==> src/rtl/mem_port_arbiter_pkg.sv <==
// mem_port_arbiter_pkg
//   Shared types for the memory port arbiter: the arbiter state, the
//   encoding of which requester currently owns the SRAM, and the helper
//   that sizes the access wait counter.
package mem_port_arbiter_pkg;

  typedef enum logic [1:0] {
    IDLE   = 2'd0,
    ACCESS = 2'd1,
    DONE   = 2'd2
  } arb_state_e;

  typedef enum logic [1:0] {
    OWNER_NONE = 2'd0,
    OWNER_IF   = 2'd1,
    OWNER_MEM  = 2'd2
  } owner_e;

  localparam int WAIT_CYCLES_DEF = 2;

  // Counter must hold values 0..wait_cycles.
  function automatic int cnt_width(input int wait_cycles);
    int w;
    w = $clog2(wait_cycles + 1);
    return (w < 1) ? 1 : w;
  endfunction

  localparam int CNT_W = cnt_width(WAIT_CYCLES_DEF);

endpackage

==> src/rtl/mem_port_arbiter_wait_counter.sv <==
// wait_counter
//   Counts the cycles of one multi-cycle memory access. load starts a new
//   access at count 1, en advances the count, clear returns it to 0, and
//   done is high while the count sits at LIMIT.
//
// Ports
//   clk    in   clock, rising edge
//   rst    in   synchronous reset, active-high
//   load   in   start of an access (count <= 1)
//   clear  in   end of an access (count <= 0)
//   en     in   advance the count (saturates at LIMIT)
//   done   out  count == LIMIT
import mem_port_arbiter_pkg::*;

module wait_counter #(
  parameter int LIMIT = WAIT_CYCLES_DEF,
  parameter int CW    = cnt_width(LIMIT)
) (
  input  logic clk,
  input  logic rst,
  input  logic load,
  input  logic clear,
  input  logic en,
  output logic done
);

  logic [CW-1:0] count;

  assign done = (count == CW'(LIMIT));

  always_ff @(posedge clk) begin
    if (rst) begin
      count <= '0;
    end else if (load) begin
      count <= CW'(1);
    end else if (clear) begin
      count <= '0;
    end else if (en && !done) begin
      count <= count + CW'(1);
    end
  end

endmodule

==> src/rtl/mem_port_arbiter.sv <==
// mem_port_arbiter
//   Shares one single-port SRAM between the fetch stage (read-only) and the
//   memory stage (read/write). Each granted access holds sram_en for
//   WAIT_CYCLES cycles, then the owner gets a one-cycle ready pulse with
//   registered read data. Stalls are the combinational freeze signals for
//   the pipeline. A taken branch (if_cancel) squashes a fetch.
//
// Ports
//   clk, rst                  clock / synchronous active-high reset
//   if_req/if_addr            fetch read request, held until if_ready
//   if_cancel                 branch taken: squash current or pending fetch
//   if_ready/if_rdata         fetch completion pulse and instruction
//   if_stall                  if_req & ~if_ready
//   mem_req/mem_we/mem_addr/mem_wdata   data request, held until mem_ready
//   mem_ready/mem_rdata       data completion pulse and read data (0 on write)
//   mem_stall                 mem_req & ~mem_ready
//   sram_en/sram_we/sram_addr/sram_wdata   SRAM control, registered
//   sram_rdata                SRAM read data, valid in the last access cycle
//
// state  | meaning
// IDLE   | no access; grant mem_req first, then (if_req & ~if_cancel)
// ACCESS | sram_en high, counting WAIT_CYCLES; fetch may be aborted here
// DONE   | owner's ready pulse for one cycle, then back to IDLE
import mem_port_arbiter_pkg::*;

module mem_port_arbiter #(
  parameter int ADDR_WIDTH  = 32,
  parameter int DATA_WIDTH  = 32,
  parameter int WAIT_CYCLES = WAIT_CYCLES_DEF
) (
  input  logic                  clk,
  input  logic                  rst,
  input  logic                  if_req,
  input  logic [ADDR_WIDTH-1:0] if_addr,
  input  logic                  if_cancel,
  output logic                  if_ready,
  output logic [DATA_WIDTH-1:0] if_rdata,
  output logic                  if_stall,
  input  logic                  mem_req,
  input  logic                  mem_we,
  input  logic [ADDR_WIDTH-1:0] mem_addr,
  input  logic [DATA_WIDTH-1:0] mem_wdata,
  output logic                  mem_ready,
  output logic [DATA_WIDTH-1:0] mem_rdata,
  output logic                  mem_stall,
  output logic                  sram_en,
  output logic                  sram_we,
  output logic [ADDR_WIDTH-1:0] sram_addr,
  output logic [DATA_WIDTH-1:0] sram_wdata,
  input  logic [DATA_WIDTH-1:0] sram_rdata
);

  localparam int CW = cnt_width(WAIT_CYCLES);

  arb_state_e state_q;
  owner_e     owner_q;
  logic       if_ready_q;
  logic       cnt_done;
  logic       grant_mem;
  logic       grant_if;
  logic       if_abort;
  logic       in_access;

  assign in_access = (state_q == ACCESS);
  assign grant_mem = (state_q == IDLE) && mem_req;
  assign grant_if  = (state_q == IDLE) && !mem_req && if_req && !if_cancel;
  assign if_abort  = in_access && (owner_q == OWNER_IF) && if_cancel;

  wait_counter #(
    .LIMIT (WAIT_CYCLES),
    .CW    (CW)
  ) u_wait_counter (
    .clk   (clk),
    .rst   (rst),
    .load  (grant_mem || grant_if),
    .clear (in_access && (cnt_done || if_abort)),
    .en    (in_access && !if_abort),
    .done  (cnt_done)
  );

  // A branch arriving while the fetch result is being returned kills it.
  assign if_ready  = if_ready_q && !if_cancel;
  assign if_stall  = if_req && !if_ready;
  assign mem_stall = mem_req && !mem_ready;

  always_ff @(posedge clk) begin
    if (rst) begin
      state_q    <= IDLE;
      owner_q    <= OWNER_NONE;
      if_ready_q <= 1'b0;
      mem_ready  <= 1'b0;
      if_rdata   <= '0;
      mem_rdata  <= '0;
      sram_en    <= 1'b0;
      sram_we    <= 1'b0;
      sram_addr  <= '0;
      sram_wdata <= '0;
    end else begin
      if_ready_q <= 1'b0;
      mem_ready  <= 1'b0;
      case (state_q)
        IDLE: begin
          if (grant_mem) begin
            state_q    <= ACCESS;
            owner_q    <= OWNER_MEM;
            sram_en    <= 1'b1;
            sram_we    <= mem_we;
            sram_addr  <= mem_addr;
            sram_wdata <= mem_wdata;
          end else if (grant_if) begin
            state_q   <= ACCESS;
            owner_q   <= OWNER_IF;
            sram_en   <= 1'b1;
            sram_we   <= 1'b0;
            sram_addr <= if_addr;
          end
        end
        ACCESS: begin
          if (if_abort) begin
            state_q <= IDLE;
            owner_q <= OWNER_NONE;
            sram_en <= 1'b0;
            sram_we <= 1'b0;
          end else if (cnt_done) begin
            state_q <= DONE;
            sram_en <= 1'b0;
            sram_we <= 1'b0;
            if (owner_q == OWNER_MEM) begin
              mem_rdata <= sram_we ? '0 : sram_rdata;
              mem_ready <= 1'b1;
            end else begin
              if_rdata   <= sram_rdata;
              if_ready_q <= 1'b1;
            end
          end
        end
        DONE: begin
          state_q <= IDLE;
          owner_q <= OWNER_NONE;
        end
        default: begin
          state_q <= IDLE;
          owner_q <= OWNER_NONE;
          sram_en <= 1'b0;
          sram_we <= 1'b0;
        end
      endcase
    end
  end

endmodule

==> config.mk <==
export PLATFORM = sky130hd
export DESIGN_NAME = mem_port_arbiter
export DESIGN_NICKNAME = d
export VERILOG_FILES = /design/src/rtl/mem_port_arbiter_pkg.sv /design/src/rtl/mem_port_arbiter_wait_counter.sv /design/src/rtl/mem_port_arbiter.sv
export SDC_FILE = /design/constraint.sdc
export NUM_CORES = 1
export LEC_CHECK = 0
export ABC_CLOCK_PERIOD_IN_PS = 2500
export CORE_ASPECT_RATIO = 0.9
export CORE_MARGIN = 2
export CORE_UTILIZATION = 43
export DETAILED_ROUTE_END_ITERATION = 8
export HOLD_SLACK_MARGIN = 0.02
export PLACE_DENSITY = 0.86
export REMOVE_ABC_BUFFERS = 1
export SLEW_MARGIN = 20
export SYNTH_ARGS = -nofsm -noshare
export SYNTH_HDL_FRONTEND = slang
export SYNTH_SLANG_ARGS = --single-unit
==> constraint.sdc <==
create_clock -name clk -period 2.5 [get_ports clk]
set_input_delay 0.375 -clock clk [delete_from_list [all_inputs] [get_ports clk]]
set_output_delay 0.375 -clock clk [all_outputs]
set_load 0.03 [all_outputs]
==> impl_metrics.json, run 1 <==
{
  "cts_setup_buffers": 0,
  "fin_skew_ns": 0.00618,
  "synth_ff_type": "dfxtp_1",
  "cts_resized": 0,
  "htree_levels": 4,
  "slowest_delay_ns": 0.89,
  "antenna_found_initial": 0,
  "worst_slack_ns": 0.218,
  "crit_chain": "clkdlybuf4s50_1 -> nor2b_1 -> o21ai_1 -> nor2b_2 -> buf_4 -> o2bb2ai_1",
  "use_met1_pct": 26.6,
  "rows": 38,
  "startpoint_type": "input pin",
  "grt.busiest_layer": "met2",
  "ios": 268,
  "grt_remaining_overflow": 0,
  "drv_slew": 0,
  "syn_area_per_cell_um2": 9.00,
  "grt_pass1_wl_mm": 25.1,
  "setup_viol": 0,
  "path_delay_family": "simple AND/OR/NAND/NOR gates",
  "final_cell_mix": "clkdlybuf4s50_1, nand2_1, dfxtp_1",
  "vias_per_cell": 5.14,
  "yosysWarnings": 0,
  "fmax_mhz": 438,
  "required_ns": 2.82,
  "cp_slowest_cell": "nor2b_2",
  "fin_crit_ns": 2.28,
  "hold_viol_final": 0,
  "port_buffers": 267,
  "final_common_cell": "clkdlybuf4s50_1",
  "fin_cells": 1012,
  "dp_hpwl_mm": 11.8,
  "maxCapViolations": 0,
  "start_util_pct": 43.9,
  "async_flop_share_pct": 0,
  "path_clk_slew_ns": 0.06,
  "cts_root_buf": "clkbuf_16",
  "crit_buf_inv": 2,
  "hold_buffers": 0,
  "place_area_um2": 8010,
  "cts_buffers": 17,
  "grt_use_met3_pct": 5.49,
  "clkLatencyLatePin_ns": 0.41,
  "die_h_um": 109,
  "cp_max_fo": 25,
  "grt_max_degree": 86,
  "ant_nets": 0,
  "synth-edff-count": 0,
  "outcome": "completed",
  "drive_gt1_share_pct": 6.22,
  "max-slew-margin-rel_pct": 29.7,
  "clockBufferDepth": 2,
  "cts_tree": "done",
  "place_ws_ns": -0.0968,
  "final_nets": 974,
  "yosysSeqAreaShare_pct": 52.4,
  "syn_to_final_growth_pct": 63.9,
  "crit_type": "input pin to flip-flop",
  "grt_pass1_vias": 5256,
  "num_vias": 5206,
  "wl_mm": 16.6,
  "dpl.cell_count": 980,
  "power.density_nw_per_um2": 687,
  "firstDrtPassIters": 5,
  "fin_crit_sh_pct": 91.3,
  "dieArea_um2": 13200,
  "rsz0062_at_grt": "no",
  "tightest_slew_ns": 1.05,
  "place.gp.congestion": 0.778,
  "syn-cell-area_um2": 5280,
  "syn_inst": 586,
  "synth_cell_types": 31,
  "crit_arrival_ns": 2.61,
  "fp.dieW_um": 121,
  "wl_per_cell_um": 16.4,
  "p_leak_nw": 3.15,
  "hp-class": "input pin to flip-flop",
  "diodes": 0,
  "worstSetupEndpointType": "flip-flop",
  "design_area_um2": 8650,
  "drtIter0Drc": 289,
  "irDropWorstVdd_v": 0.000391,
  "grt_usage_pct": 24.2,
  "fp.coreArea_um2": 12000,
  "use_met2_pct": 44.4,
  "post-route-drc-count": 0,
  "cts.sinks": 138,
  "power_mw": 5.94,
  "synth-seq-cells": 138
}
-- where the power goes --
group	internal, mW	switching, mW	total, mW
combinational	0.455	0.465	0.920
sequential	2.30	0.0620	2.36
clock	1.75	0.914	2.66
total	4.50	1.44	5.94
-- synthesized netlist by cell type (2+ instances only) --
library cell	n	area share, %
nand2_1	163	12
dfxtp_1	138	52
a21oi_1	98	9.3
nand3b_1	34	4.8
mux2i_1	32	6.1
o2bb2ai_1	32	5.3
buf_2	17	1.6
clkbuf_1	17	1.2
buf_6	10	2.1
nor2_1	6	0.43
nor2b_1	5	0.59
o21ai_0	4	0.38
or3_1	4	0.47
inv_1	3	0.21
nand2b_1	3	0.36
nor3_2	3	0.57
nor3_1	2	0.19
o21a_1	2	0.28
-- per-stage QoR --
step	hold WS, ns	TNS [ns]	util, %
floorplan	0.444	0	-
global placement	0.437	-0.271	66.6
detailed placement	0.442	-0.826	66.6
CTS	0.306	0	71.9
global route	0.338	0	71.9
finish	0.329	0	71.9
-- path summary, 6_finish.rpt --
check	start	to	slack (ns)	depth (start not counted)
max	if_req	sram_addr[4]	0.22	6
min	rst	mem_ready	0.33	2
max reg2reg	state_q[0]	sram_addr[4]	0.23	5
min reg2reg	mem_rdata[6]	mem_rdata[6]	0.45	2
-- logic make-up after synthesis --
logic type | after synthesis | share of synthesized area, %
and+or+nand+nor | 226 | 20.1
AOI/OAI and AO/OA | 139 | 15.7
DFF | 138 | 52.4
buffers and inverters | 50 | 5.48
muxes | 32 | 6.07
adders and majority gates | 1 | 0.237
-- cell type report --
type | instances | area (um^2)
fillers | 831 | 3380
repair buffers | 281 | 2790
flip-flops and latches | 138 | 2760
multi-input cells | 398 | 2250
clock buffers | 21 | 470
well taps | 160 | 200
clock inverters | 11 | 168
inverters | 3 | 11.3
-- registers in the layout, summed over array words and instances (netlist names) --
signal and count:
state_q 2, mem_ready 1, sram_wdata 32, if_rdata 32
u_wait_counter.count 2, mem_rdata 32, sram_en 1, owner_q 2
sram_addr 32, if_ready_q 1, sram_we 1
-- routing by layer --
| metal | vias up | wire length, um |
|---|---|---|
| li1 | 2496 | - |
| met1 | 2471 | 6600 |
| met2 | 202 | 8780 |
| met3 | 37 | 796 |
| met4 | 0 | 463 |
| met5 | - | 0 |
No activity file was read; power rests on OpenSTA's default activity.
==> run 2, diff against run 1 <==
- SKIP_LAST_GASP: not set -> 1
==> results of run 2 <==
Final layout, timing and power as in run 1 (identical DEF).
